### config.mk
export PLATFORM = sky130hd
export DESIGN_NAME = io_bus_arbiter_flat
export DESIGN_NICKNAME = d
export VERILOG_FILES = /design/src/rtl/io_bus_arbiter_if.sv /design/src/rtl/io_bus_arbiter.sv /design/src/flat_wrapper.sv
export SDC_FILE = /design/constraint.sdc
export NUM_CORES = 1
export LEC_CHECK = 0
export ABC_AREA = 1
export CORE_UTILIZATION = 42
export DETAILED_ROUTE_END_ITERATION = 7
export PLACE_DENSITY = 0.77
export SKIP_CTS_REPAIR_TIMING = 1
export SLEW_MARGIN = 10
export SYNTH_ARGS = -nofsm -noshare
export SYNTH_HDL_FRONTEND = slang
export SYNTH_SLANG_ARGS = --single-unit
### constraint.sdc
create_clock -name clk -period 1.8 [get_ports clk]
set_clock_uncertainty 0.05 [all_clocks]
set_input_delay 0.27 -clock clk [delete_from_list [all_inputs] [get_ports clk]]
set_output_delay 0.27 -clock clk [all_outputs]
set_load 0.1 [all_outputs]
### src/rtl/io_bus_arbiter_if.sv
// ----------------------------------------------------------------------------
// io_bus_arbiter_if
//
// Purpose:
//   Groups the two requester channels (m0 = CPU, m1 = secondary master) and
//   the shared 8-bit peripheral I/O bus that io_bus_arbiter sits between.
//
// Parameters:
//   ADDR_W - bus address width
//   DATA_W - bus data width
//
// Modports:
//   slave  - arbiter view: serves m0/m1 requests, drives the peripheral bus
//   master - environment view: requesters plus the peripheral dout return
//
// Signals per requester (mX = m0, m1):
//   mX_req, mX_we, mX_addr, mX_wdata, mX_lock  requester -> arbiter
//   mX_ack, mX_rdata                           arbiter -> requester
// Peripheral bus:
//   bus_address, bus_din, bus_w_en, bus_r_en   arbiter -> peripherals
//   bus_dout                                   peripherals -> arbiter
// ----------------------------------------------------------------------------
interface io_bus_arbiter_if #(
    parameter int unsigned ADDR_W = 8,
    parameter int unsigned DATA_W = 8
);

    logic              m0_req;
    logic              m0_we;
    logic [ADDR_W-1:0] m0_addr;
    logic [DATA_W-1:0] m0_wdata;
    logic              m0_lock;
    logic              m0_ack;
    logic [DATA_W-1:0] m0_rdata;

    logic              m1_req;
    logic              m1_we;
    logic [ADDR_W-1:0] m1_addr;
    logic [DATA_W-1:0] m1_wdata;
    logic              m1_lock;
    logic              m1_ack;
    logic [DATA_W-1:0] m1_rdata;

    logic [ADDR_W-1:0] bus_address;
    logic [DATA_W-1:0] bus_din;
    logic              bus_w_en;
    logic              bus_r_en;
    logic [DATA_W-1:0] bus_dout;

    modport slave (
        input  m0_req, m0_we, m0_addr, m0_wdata, m0_lock,
        output m0_ack, m0_rdata,
        input  m1_req, m1_we, m1_addr, m1_wdata, m1_lock,
        output m1_ack, m1_rdata,
        output bus_address, bus_din, bus_w_en, bus_r_en,
        input  bus_dout
    );

    modport master (
        output m0_req, m0_we, m0_addr, m0_wdata, m0_lock,
        input  m0_ack, m0_rdata,
        output m1_req, m1_we, m1_addr, m1_wdata, m1_lock,
        input  m1_ack, m1_rdata,
        input  bus_address, bus_din, bus_w_en, bus_r_en,
        output bus_dout
    );

endinterface

### src/rtl/io_bus_arbiter.sv
// ----------------------------------------------------------------------------
// io_bus_arbiter
//
// Purpose:
//   Shares the peripheral I/O bus (gpio, timer) between two requesters.
//   Each transaction gets exactly one single-cycle bus strobe; read data is
//   captured the cycle after the strobe and a one-cycle ack is returned to
//   the winning requester.
//
//   IDLE -> ISSUE -> ACK              (write, ack 2 cycles after the IDLE cycle)
//   IDLE -> ISSUE -> CAPTURE -> ACK   (read,  ack 3 cycles after the IDLE cycle)
//
// Parameters:
//   ADDR_W     - bus address width (must match the interface)
//   DATA_W     - bus data width (must match the interface)
//   FIXED_PRIO - 0: round-robin on ties, 1: m0 always wins ties
//
// Ports:
//   clk - system clock
//   rst - asynchronous, active-high reset
//   bus - io_bus_arbiter_if.slave: m0/m1 request channels and peripheral bus
//
// Optional feature (compile-time macro IO_ARB_LOCK_EN):
//   When defined, a winner whose lock input is high in its ACK cycle keeps
//   the grant; IDLE then only considers that master until an ACK with lock
//   low (or reset). Without the macro the lock inputs are ignored.
// ----------------------------------------------------------------------------
module io_bus_arbiter #(
    parameter int unsigned ADDR_W     = 8,
    parameter int unsigned DATA_W     = 8,
    parameter bit          FIXED_PRIO = 1'b0
) (
    input  logic           clk,
    input  logic           rst,
    io_bus_arbiter_if.slave bus
);

    typedef enum logic [1:0] {
        StIdle    = 2'd0,
        StIssue   = 2'd1,
        StCapture = 2'd2,
        StAck     = 2'd3
    } t_state;

    // Requester ids; last_grant resets to m1 so m0 wins the first tie.
    localparam logic ID_M0 = 1'b0;
    localparam logic ID_M1 = 1'b1;

    t_state            r_state;
    logic              r_last_grant;
    logic              r_winner;
    logic              r_we;
    logic [ADDR_W-1:0] r_bus_address;
    logic [DATA_W-1:0] r_bus_din;
    logic              r_bus_w_en;
    logic              r_bus_r_en;
    logic              r_m0_ack;
    logic              r_m1_ack;
    logic [DATA_W-1:0] r_m0_rdata;
    logic [DATA_W-1:0] r_m1_rdata;

`ifdef IO_ARB_LOCK_EN
    logic              r_lock_hold;
    logic              r_lock_owner;
`endif

    logic              w_m0_req;
    logic              w_m1_req;
    logic              w_any_req;
    logic              w_pick;
    logic              w_sel_we;
    logic [ADDR_W-1:0] w_sel_addr;
    logic [DATA_W-1:0] w_sel_wdata;

    // ------------------------------------------------------------------------
    // Winner selection (only acted upon in IDLE)
    // ------------------------------------------------------------------------
    always_comb begin
        w_m0_req = bus.m0_req;
        w_m1_req = bus.m1_req;
`ifdef IO_ARB_LOCK_EN
        // A held grant masks the other master completely.
        if (r_lock_hold) begin
            if (r_lock_owner == ID_M1) begin
                w_m0_req = 1'b0;
            end else begin
                w_m1_req = 1'b0;
            end
        end
`endif
        w_any_req = w_m0_req | w_m1_req;

        if (w_m0_req && w_m1_req) begin
            // Tie: fixed priority favours m0, round-robin favours the master
            // that did not win last time.
            w_pick = FIXED_PRIO ? ID_M0 : ~r_last_grant;
        end else begin
            w_pick = w_m1_req ? ID_M1 : ID_M0;
        end
    end

    always_comb begin
        w_sel_we    = bus.m0_we;
        w_sel_addr  = bus.m0_addr;
        w_sel_wdata = bus.m0_wdata;
        if (w_pick == ID_M1) begin
            w_sel_we    = bus.m1_we;
            w_sel_addr  = bus.m1_addr;
            w_sel_wdata = bus.m1_wdata;
        end
    end

    // ------------------------------------------------------------------------
    // Transaction FSM with registered outputs
    // ------------------------------------------------------------------------
    always_ff @(posedge clk or posedge rst) begin
        if (rst) begin
            r_state       <= StIdle;
            r_last_grant  <= ID_M1;
            r_winner      <= ID_M0;
            r_we          <= 1'b0;
            r_bus_address <= '0;
            r_bus_din     <= '0;
            r_bus_w_en    <= 1'b0;
            r_bus_r_en    <= 1'b0;
            r_m0_ack      <= 1'b0;
            r_m1_ack      <= 1'b0;
            r_m0_rdata    <= '0;
            r_m1_rdata    <= '0;
`ifdef IO_ARB_LOCK_EN
            r_lock_hold   <= 1'b0;
            r_lock_owner  <= ID_M0;
`endif
        end else begin
            // Strobes and acks are single-cycle pulses unless set below.
            r_bus_w_en <= 1'b0;
            r_bus_r_en <= 1'b0;
            r_m0_ack   <= 1'b0;
            r_m1_ack   <= 1'b0;

            unique case (r_state)
                StIdle: begin
                    if (w_any_req) begin
                        r_winner     <= w_pick;
                        r_last_grant <= w_pick;
                        r_we         <= w_sel_we;
                        // The bus registers double as the transaction latch
                        // and hold their value afterwards while idle.
                        r_bus_address <= w_sel_addr;
                        r_bus_din     <= w_sel_wdata;
                        r_bus_w_en    <= w_sel_we;
                        r_bus_r_en    <= ~w_sel_we;
                        r_state       <= StIssue;
                    end
                end

                StIssue: begin
                    if (r_we) begin
                        r_m0_ack <= (r_winner == ID_M0);
                        r_m1_ack <= (r_winner == ID_M1);
                        r_state  <= StAck;
                    end else begin
                        r_state <= StCapture;
                    end
                end

                StCapture: begin
                    // Peripheral dout is registered, so it is valid one cycle
                    // after the read strobe.
                    if (r_winner == ID_M1) begin
                        r_m1_rdata <= bus.bus_dout;
                        r_m1_ack   <= 1'b1;
                    end else begin
                        r_m0_rdata <= bus.bus_dout;
                        r_m0_ack   <= 1'b1;
                    end
                    r_state <= StAck;
                end

                StAck: begin
`ifdef IO_ARB_LOCK_EN
                    r_lock_hold  <= (r_winner == ID_M1) ? bus.m1_lock : bus.m0_lock;
                    r_lock_owner <= r_winner;
`endif
                    r_state <= StIdle;
                end

                default: begin
                    r_state <= StIdle;
                end
            endcase
        end
    end

    assign bus.bus_address = r_bus_address;
    assign bus.bus_din     = r_bus_din;
    assign bus.bus_w_en    = r_bus_w_en;
    assign bus.bus_r_en    = r_bus_r_en;
    assign bus.m0_ack      = r_m0_ack;
    assign bus.m1_ack      = r_m1_ack;
    assign bus.m0_rdata    = r_m0_rdata;
    assign bus.m1_rdata    = r_m1_rdata;

endmodule

### src/flat_wrapper.sv
// flat-port wrapper written by rule: the top's interface ports become plain ports
module io_bus_arbiter_flat 
#(
    parameter int unsigned ADDR_W     = 8,
    parameter int unsigned DATA_W     = 8,
    parameter bit          FIXED_PRIO = 1'b0
)
  (clk, rst, bus_m0_req, bus_m0_we, bus_m0_addr, bus_m0_wdata, bus_m0_lock, bus_m0_ack, bus_m0_rdata, bus_m1_req, bus_m1_we, bus_m1_addr, bus_m1_wdata, bus_m1_lock, bus_m1_ack, bus_m1_rdata, bus_bus_address, bus_bus_din, bus_bus_w_en, bus_bus_r_en, bus_bus_dout);
  io_bus_arbiter_if #(.ADDR_W(ADDR_W), .DATA_W(DATA_W)) bus_i ();
  input  logic clk;
  input  logic rst;
  input wire logic [$bits(bus_i.m0_req)-1:0] bus_m0_req;
  input wire logic [$bits(bus_i.m0_we)-1:0] bus_m0_we;
  input wire logic [$bits(bus_i.m0_addr)-1:0] bus_m0_addr;
  input wire logic [$bits(bus_i.m0_wdata)-1:0] bus_m0_wdata;
  input wire logic [$bits(bus_i.m0_lock)-1:0] bus_m0_lock;
  output wire logic [$bits(bus_i.m0_ack)-1:0] bus_m0_ack;
  output wire logic [$bits(bus_i.m0_rdata)-1:0] bus_m0_rdata;
  input wire logic [$bits(bus_i.m1_req)-1:0] bus_m1_req;
  input wire logic [$bits(bus_i.m1_we)-1:0] bus_m1_we;
  input wire logic [$bits(bus_i.m1_addr)-1:0] bus_m1_addr;
  input wire logic [$bits(bus_i.m1_wdata)-1:0] bus_m1_wdata;
  input wire logic [$bits(bus_i.m1_lock)-1:0] bus_m1_lock;
  output wire logic [$bits(bus_i.m1_ack)-1:0] bus_m1_ack;
  output wire logic [$bits(bus_i.m1_rdata)-1:0] bus_m1_rdata;
  output wire logic [$bits(bus_i.bus_address)-1:0] bus_bus_address;
  output wire logic [$bits(bus_i.bus_din)-1:0] bus_bus_din;
  output wire logic [$bits(bus_i.bus_w_en)-1:0] bus_bus_w_en;
  output wire logic [$bits(bus_i.bus_r_en)-1:0] bus_bus_r_en;
  input wire logic [$bits(bus_i.bus_dout)-1:0] bus_bus_dout;
  assign bus_i.m0_req = bus_m0_req;
  assign bus_i.m0_we = bus_m0_we;
  assign bus_i.m0_addr = bus_m0_addr;
  assign bus_i.m0_wdata = bus_m0_wdata;
  assign bus_i.m0_lock = bus_m0_lock;
  assign bus_m0_ack = bus_i.m0_ack;
  assign bus_m0_rdata = bus_i.m0_rdata;
  assign bus_i.m1_req = bus_m1_req;
  assign bus_i.m1_we = bus_m1_we;
  assign bus_i.m1_addr = bus_m1_addr;
  assign bus_i.m1_wdata = bus_m1_wdata;
  assign bus_i.m1_lock = bus_m1_lock;
  assign bus_m1_ack = bus_i.m1_ack;
  assign bus_m1_rdata = bus_i.m1_rdata;
  assign bus_bus_address = bus_i.bus_address;
  assign bus_bus_din = bus_i.bus_din;
  assign bus_bus_w_en = bus_i.bus_w_en;
  assign bus_bus_r_en = bus_i.bus_r_en;
  assign bus_i.bus_dout = bus_bus_dout;
  io_bus_arbiter #(.ADDR_W(ADDR_W), .DATA_W(DATA_W), .FIXED_PRIO(FIXED_PRIO)) u_core (.clk(clk), .rst(rst), .bus(bus_i));
endmodule
==> flow_summary.ini, run 1 <==
[outcome]
status = complete, no violations

[worst_setup_path]
arrival_ns = 1.68
path_max_fanout = 18
critPathCapture = u_core.r_we$_DFFE_PP0P_
crit_start = u_core.r_state[0]$_DFFE_PP0P_
cp.required_ns = 1.98
worst_setup_path_start_kind = flop
worstRegToRegCells = 7
critPathKind = flop to flop
r2r_slack_ns = 0.30
cp_cell_sequence = inv_1 > ha_1 > inv_2 > nor2_8 > buf_4 > nand3_1 > nand2_1
r2r-start = u_core.r_state[0]$_DFFE_PP0P_
cp-end-kind = flop
worst_r2r_endpoint = u_core.r_we$_DFFE_PP0P_
slowest_stage = dfrtp_1
max_stage_delay_ns = 0.40

[logic_synthesis]
synth_cell_types = 18
syn_inst = 242
syn_area_um2 = 1956
synth_seq_cells = 41
postSynthAreaPerCell_um2 = 8.081
yosysTopAreaCellShare_pct = 51.18
syn_nets = 293
seq_area_frac_synth_pct = 52.53
post-synth-top-area-cell = dfrtp_1
yosys-top-cells-area = dfrtp_1, nand2_1, nand3_1
yosys_warnings = 0

[placed_design]
gp_congestion = 0.7634
place_inst = 370
port_buffers = 81
dp_hpwl_um = 3440

[clocking]
cts.sinks = 41
worstSkewPairLatency_ns = 0.29
root_buffer = clkbuf_8
cts_made_buffers = 5
clock_path_buffers = 2
htree_levels = 2
cts_tree = yes
clk_transition_reported_paths_ns = 0.08

[grt]
grt_start_max_net_pins = 42
grt-ovfl-total = 0
grt_pass1_wl_um = 7748
grt_antenna_before_repair = 0
grt_usage_pct = 20.29
first_global_vias = 1703

[cells_and_area]
regArea_um2 = 1027
final_common_cell = nand2_1
fill_cells = 330
drive_gt1_share_pct = 16.87
instances_no_fill = 378
mostFrequentLayoutCells = nand2_1, inv_1, clkdlybuf4s50_1, dfrtp_1, nand3_1
nNetsFinal = 376
area_growth_pct = 65.13
antennaDiodeCount = 0
multi_input_area_um2 = 665.6

[timing]
fin_setup_tns_ns = 0
min_period_over_period_pct = 83.60
maxSlewViolCount = 0
min_period_ns = 1.505
rsz0062_at_grt = false
setup_viol = 0
tightest_slew_ns = 0.4683
slew_headroom_pct = 68.70
fmax_ghz = 0.6645
hold_violations = 0

[floorplan]
dieArea_um2 = 4933
ios = 84
start_util_pct = 44.30
die_w_um = 70.24
chipHeight_um = 70.24
row_count = 24
coreArea_um2 = 4414

[routing]
drc = 0
wl_per_cell_um = 12.30
drt-total-wl_um = 4648
antenna_left = 0
drt_iter0_drc = 88
viasPerCell = 4.651
firstDrtPassIters = 4
vias = 1758

[hold_path]
hold_class = input port to async pin

[flow_run]
drv_cap = 0
[cells in the mapped netlist]
cell type,number
nand2_4,1
buf_4,2
nand2_2,1
ha_1,3
dfrtp_1,40
a21oi_1,1
nand2_1,76
buf_6,4
a21oi_2,1
nor2_2,1
dfstp_2,1
nor3_1,2
inv_2,2
nand3_1,37
buf_2,3
nor2_8,1
inv_1,48
o21ai_0,18
[registers in the layout, indices dropped and copies added (netlist names)]
register and flops:
u_core.bus.bus_r_en 1, u_core.r_state 2, u_core.bus.m0_rdata 8, u_core.bus.m0_ack 1, u_core.r_last_grant 1, u_core.r_we 1, u_core.bus.m1_rdata 8, u_core.r_winner 1
u_core.bus.bus_din 8, u_core.bus.m1_ack 1, u_core.bus.bus_address 8, u_core.bus.bus_w_en 1
[per-stage QoR]
step	utilization, %	setup WS, ns	hold slack, ns	cell area, µm²
final	73.16	0.2952	0.2427	3229
after global routing	73.16	0.1870	0.2654	3229
after CTS	73.16	0.3063	0.2542	3229
after detailed placement	70.72	0.1814	0.4059	3122
after global placement	70.72	0.1733	0.3902	3122
after floorplan	-	0.4529	0.3785	1956
[final cells by class]
type | count | area share (%)
Timing Repair Buffer | 85 | 36.42
Sequential cell | 41 | 31.81
Clock buffer | 6 | 2.247
Multi-Input combinational cell | 142 | 20.61
Tap cell | 52 | 2.015
Inverter | 50 | 5.812
Clock inverter | 2 | 1.085
[cells by family (layout without fill, tap and decap cells)]
logic type	count (synthesis)	after routing	synth area share, %
simple gates	119	119	26.81
buf+inv	59	143	13.44
flops	41	41	52.53
compound gates	20	20	5.310
fa+ha+maj	3	3	1.920
[how the worst min path moves through the flow]
stage	startpoint	to	slack, ns	cells after the start
floorplan	bus_bus_dout[0]	u_core.bus.m0_rdata[0]$_DFFE_PP0P_	0.38	2
global placement	u_core.r_winner$_DFFE_PP0P_	u_core.bus.m0_ack$_DFF_PP0_	0.39	1
detailed placement	u_core.r_winner$_DFFE_PP0P_	u_core.bus.m0_ack$_DFF_PP0_	0.41	1
CTS	rst	u_core.bus.m0_rdata[7]$_DFFE_PP0P_	0.25	3
global route	rst	u_core.bus.bus_address[6]$_DFFE_PP0P_	0.27	3
finish	rst	u_core.bus.bus_address[6]$_DFFE_PP0P_	0.24	3
[metal layers]
layer  share of wire, %  track usage [%]  up-vias
li1                   -                -      899
met1                 41            23.96      811
met2                 53            35.24       37
met3                2.8            3.608       11
met4                2.9            10.00        0
met5                  0                0        -
[worst max-delay path: cells and delay by family (launching register included)]
family	cells	cell delay, ns
buffers and inverters	3	0.44
DFF	1	0.40
adders and majority gates	1	0.21
and+or+nand+nor	3	0.33
Power of run 1 is not shown: default switching activity piles up to over one toggle a cycle in this logic, so the estimate is an artifact.
==> run 2, diff against run 1 <==
- clock period: 1.8 -> 1.5 ns (I/O delays scaled with it)
==> run 2 against run 1 <==
Compared with the run above:
- global-route usage increased by 1.7 points
- first-iteration DRC count increased by 10%
- sequential share of layout area decreased by 1.0 points
- count of clock-buffer cells in the layout unchanged
- largest cell class unchanged
- setup slack got worse by 0.21 ns
- core utilization increased by 2.4 points
==> flow_summary.ini, run 2 (synthesis gave the netlist of run 1 again) <==
[clocking]
root_buffer = clkbuf_8
cts.sinks = 41
clk_transition_reported_paths_ns = 0.08
clock_path_buffers = 2
cts_made_buffers = 5
cts_tree = yes
htree_levels = 2
worstSkewPairLatency_ns = 0.30

[cells_and_area]
antennaDiodeCount = 0
drive_gt1_share_pct = 18.73
instances_no_fill = 383
mostFrequentLayoutCells = nand2_1, inv_1, clkdlybuf4s50_1, buf_12, dfrtp_1
multi_input_area_um2 = 680.7
nNetsFinal = 381
area_growth_pct = 70.57
final_common_cell = nand2_1
stdcell_area_um2 = 3336
regArea_um2 = 1027
fill_cells = 304
fin_util_pct = 75.57

[placed_design]
place_inst = 375
port_buffers = 81
dpl-instance-area_um2 = 3234
dp_hpwl_um = 3671
pre_cts_ws_ns = -0.04847
gp_congestion = 0.8153

[timing]
min_period_over_period_pct = 94.05
final.setup.worst_slack_ns = 0.08921
fmax_ghz = 0.7088
slew_headroom_pct = 80.47
setup_viol = 0
min_period_ns = 1.411
maxSlewViolCount = 0
tightest_slew_ns = 0.2927
hold_violations = 0
rsz0062_at_grt = false

[worst_setup_path]
cp_cell_sequence = inv_1 > ha_4 > inv_2 > nor2_8 > inv_2 > buf_12 > nand2_1 > nand2_1
path_max_fanout = 13
max_stage_delay_ns = 0.41
worst_setup_path_start_kind = flop
worstRegToRegCells = 8
cp.required_ns = 1.63
worst_r2r_endpoint = u_core.bus.bus_din[4]$_DFFE_PP0P_
cp-end-kind = flop
slowest_stage = dfrtp_1
r2r-start = u_core.r_state[0]$_DFFE_PP0P_
r2r_slack_ns = 0.09
arrival_ns = 1.55
critPathKind = flop to flop

[grt]
first_global_vias = 1851
grt_antenna_before_repair = 0
grt-ovfl-total = 0
grt_start_max_net_pins = 42
grt_usage_pct = 21.95
grt_pass1_wl_um = 8390

[outcome]
status = complete, no violations

[floorplan]
ios = 84
die_w_um = 70.24
coreArea_um2 = 4414
start_util_pct = 44.30
row_count = 24
dieArea_um2 = 4933
chipHeight_um = 70.24

[routing]
antenna_left = 0
viasPerCell = 4.713
drc = 0
wl_per_cell_um = 12.86
drt_iter0_drc = 97
firstDrtPassIters = 4
drt-total-wl_um = 4926
vias = 1805

[flow_run]
drv_cap = 0

[hold_path]
hold_class = input port to async pin
run 2: cell types whose count changed in the layout (fill, tap and decap cells not counted):
cell	before	now
bufinv_16	1	0
nand2_1	76	75
ha_4	0	1
nand2_2	1	2
ha_1	3	2
clkinv_2	1	2
buf_6	0	1
buf_4	6	4
buf_12	34	40
run 2: through the flow:
stage / hold WS [ns] / TNS, ns
4_1_cts: 0.2194 / 0
5_1_grt: 0.2420 / 0
2_1_floorplan: 0.3335 / 0
3_3_place_gp: 0.4066 / -0.01049
3_5_place_dp: 0.4201 / -0.3637
6_report: 0.2057 / 0
run 2: worst max path at each step:
| stage | from | to | slack [ns] | depth (start not counted) |
|---|---|---|---|---|
| after floorplan | u_core.r_state[0]$_DFFE_PP0P_ | u_core.bus.bus_address[0]$_DFFE_PP0P_ | 0.15 | 8 |
| after global placement | bus_m1_req | u_core.r_we$_DFFE_PP0P_ | -0.01 | 6 |
| after detailed placement | bus_m1_req | u_core.r_winner$_DFFE_PP0P_ | -0.05 | 5 |
| after CTS | u_core.r_state[1]$_DFFE_PP0P_ | u_core.r_we$_DFFE_PP0P_ | 0.01 | 7 |
| after global routing | u_core.r_state[1]$_DFFE_PP0P_ | u_core.bus.bus_address[3]$_DFFE_PP0P_ | 0.01 | 8 |
| final | u_core.r_state[0]$_DFFE_PP0P_ | u_core.bus.bus_din[4]$_DFFE_PP0P_ | 0.09 | 8 |
run 2: metal layers:
layer  up-vias  GRT usage (%)  part of all wire, %
li1        905              -                    -
met5         -              0                    0
met1       850          25.54                   40
met2        43          39.79                   55
met4         0          6.667                  1.4
met3         7          4.906                  3.3
run 2: critical path: cells and delay by family (launching register included):
family | cells | cell delay [ns]
buffers and inverters | 4 | 0.45
DFF | 1 | 0.41
adders and majority gates | 1 | 0.16
and+or+nand+nor | 3 | 0.23
run 2: cell type report:
class	instances	area share [%]
Timing Repair Buffer	90	38.75
Sequential cell	41	30.80
Multi-Input combinational cell	142	20.41
Clock inverter	2	0.3001
Tap cell	52	1.950
Inverter	50	5.626
Clock buffer	6	2.176
Power of run 2 is left out for the same reason.
==> run 3, diff against run 2 <==
- RECOVER_POWER: not set -> 100
==> run 3 against run 2 <==
Compared with the run above:
- critical path depth is the same
- highest routed layer unchanged
- sequential share of layout area rose by 6.0 points
- via count grew 0.44%
- cell area fell by 16%
- die area is the same
- global-route usage did not move
==> flow_summary.ini, run 3 (synthesis gave the netlist of run 1 again) <==
[clocking]
clock_path_buffers = 2
cts.sinks = 41
worstSkewPairLatency_ns = 0.29
cts_tree = yes
htree_levels = 2
clk_transition_reported_paths_ns = 0.08
root_buffer = clkbuf_8
cts_made_buffers = 5

[timing]
hold_violations = 0
maxSlewViolCount = 0
setup_viol = 0
min_period_ns = 1.411
slew_headroom_pct = 33.87
fmax_ghz = 0.7089
tightest_slew_ns = 0.9920
rsz0062_at_grt = false
min_period_over_period_pct = 94.05

[hold_path]
hold_path_startpoint = u_core.bus.bus_address[5]$_DFFE_PP0P_
hold_class = flop to flop
holdPathEnd = u_core.bus.bus_address[5]$_DFFE_PP0P_
min_path_cells = 2

[worst_setup_path]
slowest_stage = dfrtp_1
worst_setup_path_start_kind = flop
r2r-start = u_core.r_state[0]$_DFFE_PP0P_
cp_cell_sequence = inv_1 > ha_4 > inv_2 > nor2_8 > inv_2 > buf_6 > nand2_1 > nand2_1
worstRegToRegCells = 8
critPathKind = flop to flop
cp.required_ns = 1.63
max_stage_delay_ns = 0.41
cp_num_buf_inv = 4
cp-end-kind = flop
r2r_slack_ns = 0.09
worst_r2r_endpoint = u_core.bus.bus_din[4]$_DFFE_PP0P_
crit_family = buffers and inverters
arrival_ns = 1.54
path_max_fanout = 13

[floorplan]
chipHeight_um = 70.24
die_w_um = 70.24
ios = 84
coreArea_um2 = 4414
dieArea_um2 = 4933
start_util_pct = 44.30
row_count = 24

[cells_and_area]
drive_gt1_share_pct = 18.73
stdcell_area_um2 = 2791
final_common_cell = nand2_1
nNetsFinal = 381
area_growth_pct = 42.74
mostFrequentLayoutCells = nand2_1, inv_1, clkdlybuf4s50_1, dfrtp_1, nand3_1
antennaDiodeCount = 0
fill_cells = 378

[routing]
antenna_left = 0
drc = 0
firstDrtPassIters = 4
vias = 1813
drt_iter0_drc = 85
drt-total-wl_um = 4977
viasPerCell = 4.734
wl_per_cell_um = 12.99

[placed_design]
dp_hpwl_um = 3671
dpl-instance-area_um2 = 3234
gp_congestion = 0.8153
port_buffers = 81

[grt]
grt_antenna_before_repair = 0
grt-ovfl-total = 0
first_global_vias = 1851
grt_usage_pct = 21.95
grt_pass1_wl_um = 8390
grt_start_max_net_pins = 42

[outcome]
status = complete, no violations

[flow_run]
drv_cap = 0
==> run 3: layer usage <==
| metal | vias to the layer above | share of wire (%) | GRT usage, % |
|---|---|---|---|
| li1 | 907 | - | - |
| met1 | 859 | 40 | 25.54 |
| met2 | 41 | 56 | 39.79 |
| met3 | 6 | 3.1 | 4.906 |
| met4 | 0 | 1.4 | 6.667 |
| met5 | - | 0 | 0 |
==> run 3: stage by stage <==
stage	hold WS, ns	setup WS, ns	instances	setup TNS (ns)	util (%)
floorplan	0.3335	0.1529	242	0	-
global placement	0.4066	-0.01049	375	-0.01049	73.27
detailed placement	0.4201	-0.04847	375	-0.3637	73.27
CTS	0.2194	0.01320	383	0	75.14
global route	0.4530	0.01210	383	0	63.24
finish	0.4263	0.08927	383	0	63.24
==> run 3: area by class of cell <==
type                    count  area [µm²]  share of cell area (%)
multi-input cells         142       680.7                   24.38
inverters                  50       187.7                   6.723
repair buffers             90       748.2                   26.80
clock inverters             2       10.01                  0.3586
flip-flops and latches     41        1027                   36.80
well taps                  52       65.06                   2.331
clock buffers               6       72.57                   2.600
==> run 3: how the worst max path moves through the flow <==
stage / from / to / slack, ns / cells past startpoint
CTS: u_core.r_state[1]$_DFFE_PP0P_ / u_core.r_we$_DFFE_PP0P_ / 0.01 / 7
global route: u_core.r_state[1]$_DFFE_PP0P_ / u_core.bus.bus_address[3]$_DFFE_PP0P_ / 0.01 / 8
finish: u_core.r_state[0]$_DFFE_PP0P_ / u_core.bus.bus_din[4]$_DFFE_PP0P_ / 0.09 / 8
detailed placement: bus_m1_req / u_core.r_winner$_DFFE_PP0P_ / -0.05 / 5
global placement: bus_m1_req / u_core.r_we$_DFFE_PP0P_ / -0.01 / 6
floorplan: u_core.r_state[0]$_DFFE_PP0P_ / u_core.bus.bus_address[0]$_DFFE_PP0P_ / 0.15 / 8
==> run 3: worst register-to-register path: stages (launching register included) <==
cell	delay, ns
dfrtp_1	0.41
inv_1	0.15
ha_4	0.16
inv_2	0.07
nor2_8	0.12
inv_2	0.07
buf_6	0.15
nand2_1	0.06
nand2_1	0.06
Power of run 3 is left out for the same reason.
